$ cat config.mk
export PLATFORM = sky130hd
export DESIGN_NAME = rr_mux2_stream_flat
export DESIGN_NICKNAME = d
export VERILOG_FILES = /design/src/rtl/rr_mux2_stream_pkg.sv /design/src/rtl/rr_mux2_stream_if.sv /design/src/rtl/rr_mux2_stream_hold_slot.sv /design/src/rtl/rr_mux2_stream.sv /design/src/flat_wrapper.sv
export SDC_FILE = /design/constraint.sdc
export NUM_CORES = 1
export LEC_CHECK = 0
export CELL_PAD_IN_SITES_DETAIL_PLACEMENT = 0
export CELL_PAD_IN_SITES_GLOBAL_PLACEMENT = 1
export CORE_MARGIN = 1.5
export CORE_UTILIZATION = 33
export DETAILED_ROUTE_END_ITERATION = 8
export PLACE_DENSITY_LB_ADDON = 0.1
export SYNTH_ARGS = -nofsm -noshare
export SYNTH_HDL_FRONTEND = slang
export SYNTH_SLANG_ARGS = --single-unit
$ cat constraint.sdc
create_clock -name clk -period 1.39 [get_ports clk]
set_input_delay 0.417 -clock clk [delete_from_list [all_inputs] [get_ports clk]]
set_output_delay 0.417 -clock clk [all_outputs]
set_load 0.01 [all_outputs]
$ cat src/rtl/rr_mux2_stream_pkg.sv
// Shared constants and the round-robin pick used by the two-channel stream arbiter.
package rr_mux2_pkg;

   localparam logic SEL_CH0   = 1'b0;
   localparam logic SEL_CH1   = 1'b1;
   localparam int   DEF_WIDTH = 2;

   // With both requesting, alternate away from the last grant.
   // Otherwise pick the only requester.
   function automatic logic rr_pick(input logic [1:0] req, input logic last);
      if (req == 2'b11) return ~last;
      return req[1] ? SEL_CH1 : SEL_CH0;
   endfunction

endpackage

$ cat src/rtl/rr_mux2_stream_if.sv
// Handshake bundle: two valid/ready input channels and one registered output channel.
interface rr_mux2_stream_if
   import rr_mux2_pkg::*;
#(
   parameter int WIDTH = DEF_WIDTH
);
   logic             in0_valid;
   logic [WIDTH-1:0] in0_data;
   logic             in0_ready;
   logic             in1_valid;
   logic [WIDTH-1:0] in1_data;
   logic             in1_ready;
   logic             out_valid;
   logic [WIDTH-1:0] out_data;
   logic             out_sel;
   logic             out_ready;

   // Environment side: produces input words, consumes output words.
   modport master (
      output in0_valid, in0_data, in1_valid, in1_data, out_ready,
      input  in0_ready, in1_ready, out_valid, out_data, out_sel
   );

   // Arbiter side.
   modport slave (
      input  in0_valid, in0_data, in1_valid, in1_data, out_ready,
      output in0_ready, in1_ready, out_valid, out_data, out_sel
   );
endinterface

$ cat src/rtl/rr_mux2_stream_hold_slot.sv
// One-entry holding buffer.
// The ready signal comes only from the registered full flag, so a slot cannot refill
// on the edge it drains.
module hold_slot
   import rr_mux2_pkg::*;
#(
   parameter int WIDTH = DEF_WIDTH
) (
   input  logic             clk,
   input  logic             rst_n,
   input  logic             in_valid,
   input  logic [WIDTH-1:0] in_data,
   output logic             in_ready,
   input  logic             take,
   output logic [WIDTH-1:0] data,
   output logic             full
);

   assign in_ready = !full;

   // Capture on accept, clear on take.
   // The two cannot coincide: take needs full, and accept needs !full.
   always_ff @(posedge clk or negedge rst_n) begin
      if (!rst_n) begin
         full <= 1'b0;
         data <= '0;
      end else if (in_valid && in_ready) begin
         full <= 1'b1;
         data <= in_data;
      end else if (take) begin
         full <= 1'b0;
      end
   end

endmodule

$ cat src/rtl/rr_mux2_stream.sv
// Two-channel round-robin stream arbiter feeding a registered output.
// out_sel tells the downstream mux which channel out_data came from.
module rr_mux2_stream
   import rr_mux2_pkg::*;
#(
   parameter int WIDTH = DEF_WIDTH
) (
   input  logic             clk,
   input  logic             rst_n,
   rr_mux2_stream_if.slave  bus
);

   logic [1:0]            in_valid, in_ready, full, take;
   logic [1:0][WIDTH-1:0] in_data, hold;
   logic                  free, gnt_vld, gnt_sel, last_sel;
   logic                  out_valid, out_sel;
   logic [WIDTH-1:0]      out_data;

   assign in_valid      = {bus.in1_valid, bus.in0_valid};
   assign in_data       = {bus.in1_data, bus.in0_data};
   assign bus.in0_ready = in_ready[0];
   assign bus.in1_ready = in_ready[1];
   assign bus.out_valid = out_valid;
   assign bus.out_data  = out_data;
   assign bus.out_sel   = out_sel;

   for (genvar k = 0; k < 2; k++) begin : g_slot
      hold_slot #(.WIDTH(WIDTH)) u_slot (
         .clk      (clk),
         .rst_n    (rst_n),
         .in_valid (in_valid[k]),
         .in_data  (in_data[k]),
         .in_ready (in_ready[k]),
         .take     (take[k]),
         .data     (hold[k]),
         .full     (full[k])
      );
   end

   // Pick a winner whenever the output register can take a word.
   always_comb begin
      free    = !out_valid || bus.out_ready;
      gnt_vld = free && (full != 2'b00);
      gnt_sel = rr_pick(full, last_sel);
      take    = '0;
      if (gnt_vld) take[gnt_sel] = 1'b1;
   end

   // Output register and round-robin history.
   // Data and sel are held when the output goes idle.
   always_ff @(posedge clk or negedge rst_n) begin
      if (!rst_n) begin
         out_valid <= 1'b0;
         out_data  <= '0;
         out_sel   <= SEL_CH0;
         last_sel  <= SEL_CH1;
      end else if (free) begin
         if (gnt_vld) begin
            out_valid <= 1'b1;
            out_data  <= hold[gnt_sel];
            out_sel   <= gnt_sel;
            last_sel  <= gnt_sel;
         end else begin
            out_valid <= 1'b0;
         end
      end
   end

endmodule

$ cat src/flat_wrapper.sv
// flat-port wrapper written by rule: the top's interface ports become plain ports
module rr_mux2_stream_flat import rr_mux2_pkg::*;
#(
   parameter int WIDTH = DEF_WIDTH
)
  (clk, rst_n, bus_in0_valid, bus_in0_data, bus_in1_valid, bus_in1_data, bus_out_ready, bus_in0_ready, bus_in1_ready, bus_out_valid, bus_out_data, bus_out_sel);
  rr_mux2_stream_if #(.WIDTH(WIDTH)) bus_i ();
  input  logic clk;
  input  logic rst_n;
  input wire logic [$bits(bus_i.in0_valid)-1:0] bus_in0_valid;
  input wire logic [$bits(bus_i.in0_data)-1:0] bus_in0_data;
  input wire logic [$bits(bus_i.in1_valid)-1:0] bus_in1_valid;
  input wire logic [$bits(bus_i.in1_data)-1:0] bus_in1_data;
  input wire logic [$bits(bus_i.out_ready)-1:0] bus_out_ready;
  output wire logic [$bits(bus_i.in0_ready)-1:0] bus_in0_ready;
  output wire logic [$bits(bus_i.in1_ready)-1:0] bus_in1_ready;
  output wire logic [$bits(bus_i.out_valid)-1:0] bus_out_valid;
  output wire logic [$bits(bus_i.out_data)-1:0] bus_out_data;
  output wire logic [$bits(bus_i.out_sel)-1:0] bus_out_sel;
  assign bus_i.in0_valid = bus_in0_valid;
  assign bus_i.in0_data = bus_in0_data;
  assign bus_i.in1_valid = bus_in1_valid;
  assign bus_i.in1_data = bus_in1_data;
  assign bus_i.out_ready = bus_out_ready;
  assign bus_in0_ready = bus_i.in0_ready;
  assign bus_in1_ready = bus_i.in1_ready;
  assign bus_out_valid = bus_i.out_valid;
  assign bus_out_data = bus_i.out_data;
  assign bus_out_sel = bus_i.out_sel;
  rr_mux2_stream #(.WIDTH(WIDTH)) u_core (.clk(clk), .rst_n(rst_n), .bus(bus_i));
endmodule
==> impl_results.md <==
* Maximum buffer depth of the clock tree at 2
* Crit path DAT at 1.52 ns
* FP Rows at 13
* Later-pin clock latency in the skew report at 0.27 ns
* Final Max Tran Viols at 0
* Remaining routing DRC violations at 0
* Detailed Route Iter0 Violations at 6
* Via count at 350
* DRT Pass-1 Iters at 3
* Status: finished clean
* Antenna cells at 0
* Fin crit share at 0.985
* Syn nets at 44
* Root Buffer Master: clkbuf_4
* CTS tree: built
* Hold WC Path Type: in -> async
* Vias in the first global route at 349
* Final WL at 945 um
* Synth Instances at 35
* Core area at 0.00130 sq mm
* Unrepaired setup endpoints after global routing: false
* Compound-gate portion of the synthesized area at 0.105
* Post-synth top area cell: dfrtp_1
* Buf/Inv on CP at 1
* Final setup viols at 0
* Routed length per instance at 12.4 um
* Worst Setup EP: u_core.bus.out_data[1]
* Final hold violations at 0
* Largest cells by area after synthesis: dfrtp_1 (54%), mux2_2 (9.7%), dfstp_2 (5.7%)
* Simple-gate area share of the yosys netlist at 0.184
* Fmax at 0.730 GHz
* Total Routing Usage GR at 0.152
* Highest-delay cell along the critical path: clkdlybuf4s50_1
* Sequential cell area at 277 sq um
* YS warnings at 0
* Post-synthesis cell type count at 18
* Worst EP required at 1.54 ns
* Setup tns final at 0 ns
* Die area at 0.00164 sq mm
* Setup crit start: bus_out_ready
* Half-perimeter wire length after placement at 766 um
* GR Overflow Total at 0
* Filler cells at 127
* Post-layout minimum cycle time at 1.37 ns
* Crit end category: flip-flop
* Share of the synthesized area in the top cell type at 0.541
* Final Skew at 0.00540 ns
* PortBufs at 14
* CP max FO at 6
* VDD IR max at 799 uV
* First-pass GRT wire length at 1540 um
* Number of buffers created by CTS at 3
* Post-synthesis mux area share at 0.0973
* Multi-input logic area at 179 sq um
* H-tree levels at 1
* Adder-cell share of the synthesized area at 0
* Remaining antenna violation count at 0
* Final net count at 71
* Largest family of logic cells by synthesized area: simple AND/OR/NAND/NOR gates
* Antenna violations before repair at 0
* Vias per Instance at 4.61
* Die Y at 40.5 um
* Clock-pin slew on the worst setup and hold paths at 0.08 ns
* R2r setup slk at 0.07 ns
* Crit path depth at 4
* R2r endpoint: u_core.g_slot[0].u_slot.data[1]
* Xor/xnor share of the synthesized area at 0
* Share of layout cells above drive strength 1 at 0.410
* Synthesis-stage register bit count at 11
* Slew @ Worst Pin at 0.261 ns
* FF-to-FF path depth at 4
* Clk sink count at 11
* Area grow syn2layout at 50.8%
* Critical-path cell list: clkdlybuf4s50_1 -> nand2b_4 -> and3_4 -> a221o_1
* Top Family by Delay on Critical Path: buffers and inverters
* Synth Area per Inst at 13.2 sq um
* Post-synthesis instance area at 463 sq um
* Slew HR at 0.825
* Final hold slack at 0.444 ns
* R2R Path Start: u_core.g_slot[0].u_slot.full
* Initial Utilization at 0.356
* Seq/Total Area, Yosys at 0.597
* GPL Wtd Cong at 0.712
* WS Path Type: in -> reg
* Leakage power at 0.330 nW
* Number of I/O pins at 15
* Max cap viols at 0
* Largest net degree at the start of global routing at 12
* Die width at 40.5 um
* PD cells at 2030 mW/mm^2
* Core Util, Final at 0.537
* Critical Path Max Stage Delay at 0.41 ns
* Startpoint types: primary input
## per-stage QoR
step | setup slack (ns) | total power [mW] | area (sq um) | cells
2_1_floorplan | 0.199 | 0.896 | 463 | 35
3_3_place_gp | -0.225 | 1.20 | 659 | 69
3_5_place_dp | -0.270 | 1.22 | 659 | 69
4_1_cts | 0.00818 | 1.41 | 692 | 74
5_1_grt | 0.00571 | 1.54 | 698 | 76
6_report | 0.0210 | 1.42 | 698 | 76
## repair_timing
action                     4_1_cts  5_1_grt
setup endpoints to repair        6        8
gates cloned                     0        0
buffers inserted                 1        2
hold buffers                     0        0
gates resized for setup         10        6
## where the power goes
group / switching, mW / internal [mW]
Clock: 0.111 / 0.106
Combinational: 0.256 / 0.375
Sequential: 0.0872 / 0.484
Total: 0.454 / 0.966
## state kept, by name, indices dropped and copies added, names as in the netlist
signal,cells
u_core.bus.out_sel,1
u_core.g_slot.u_slot.full,2
u_core.bus.out_data,2
u_core.last_sel,1
u_core.g_slot.u_slot.data,4
u_core.bus.out_valid,1
## metal layers
metal | vias up | track usage | share of wire
met4 | 0 | 0.0750 | 0
met2 | 5 | 0.238 | 0.53
met5 | - | 0 | 0
met1 | 165 | 0.184 | 0.43
met3 | 0 | 0.0500 | 0.035
li1 | 180 | - | -
## worst min path at each step
stage                            startpoint                           end  slack [ns]  depth (start not counted)
4_1_cts                               rst_n  u_core.g_slot[0].u_slot.full        0.44                          2
3_3_place_gp   u_core.g_slot[0].u_slot.full          u_core.bus.out_valid        0.48                          2
6_report                              rst_n          u_core.bus.out_valid        0.44                          2
5_1_grt                               rst_n          u_core.bus.out_valid        0.43                          2
2_1_floorplan                         rst_n        u_core.bus.out_data[0]        0.12                          0
3_5_place_dp   u_core.g_slot[0].u_slot.full          u_core.bus.out_valid        0.49                          2
## cells in the mapped netlist (all sizes together)
| cell type | instances |
|---|---|
| inv | 2 |
| and3 | 1 |
| a221o | 2 |
| mux2 | 4 |
| dfstp | 1 |
| a21o | 2 |
| and2b | 1 |
| a31oi | 1 |
| and4 | 2 |
| nand3 | 1 |
| nand2b | 2 |
| dfrtp | 10 |
| nand2 | 1 |
| nor2 | 3 |
| o21ai | 1 |
| nor2b | 1 |
## cells by family after synthesis
logic type,after synthesis
muxes,4
DFF,11
AOI/OAI and AO/OA,6
buffers and inverters,2
and+or+nand+nor,12
## layout make-up
type / instances / area share
Sequential cell: 11 / 0.396
Timing Repair Buffer: 22 / 0.271
Multi-Input combinational cell: 22 / 0.256
Clock buffer: 3 / 0.0323
Tap cell: 15 / 0.0269
Inverter: 2 / 0.0108
Clock inverter: 1 / 0.00717
## cells in the final DEF (no fill, tap or decap), types with 2 or more instances in the layout
cell	instances
clkdlybuf4s50_1	8
dfrtp_1	10
a21o_2	2
buf_2	2
clkbuf_4	3
mux2_2	4
inv_1	2
clkdlybuf4s15_1	3
a221o_1	2
nor2_1	3
buf_4	8
(Power assumes the default switching activity.)
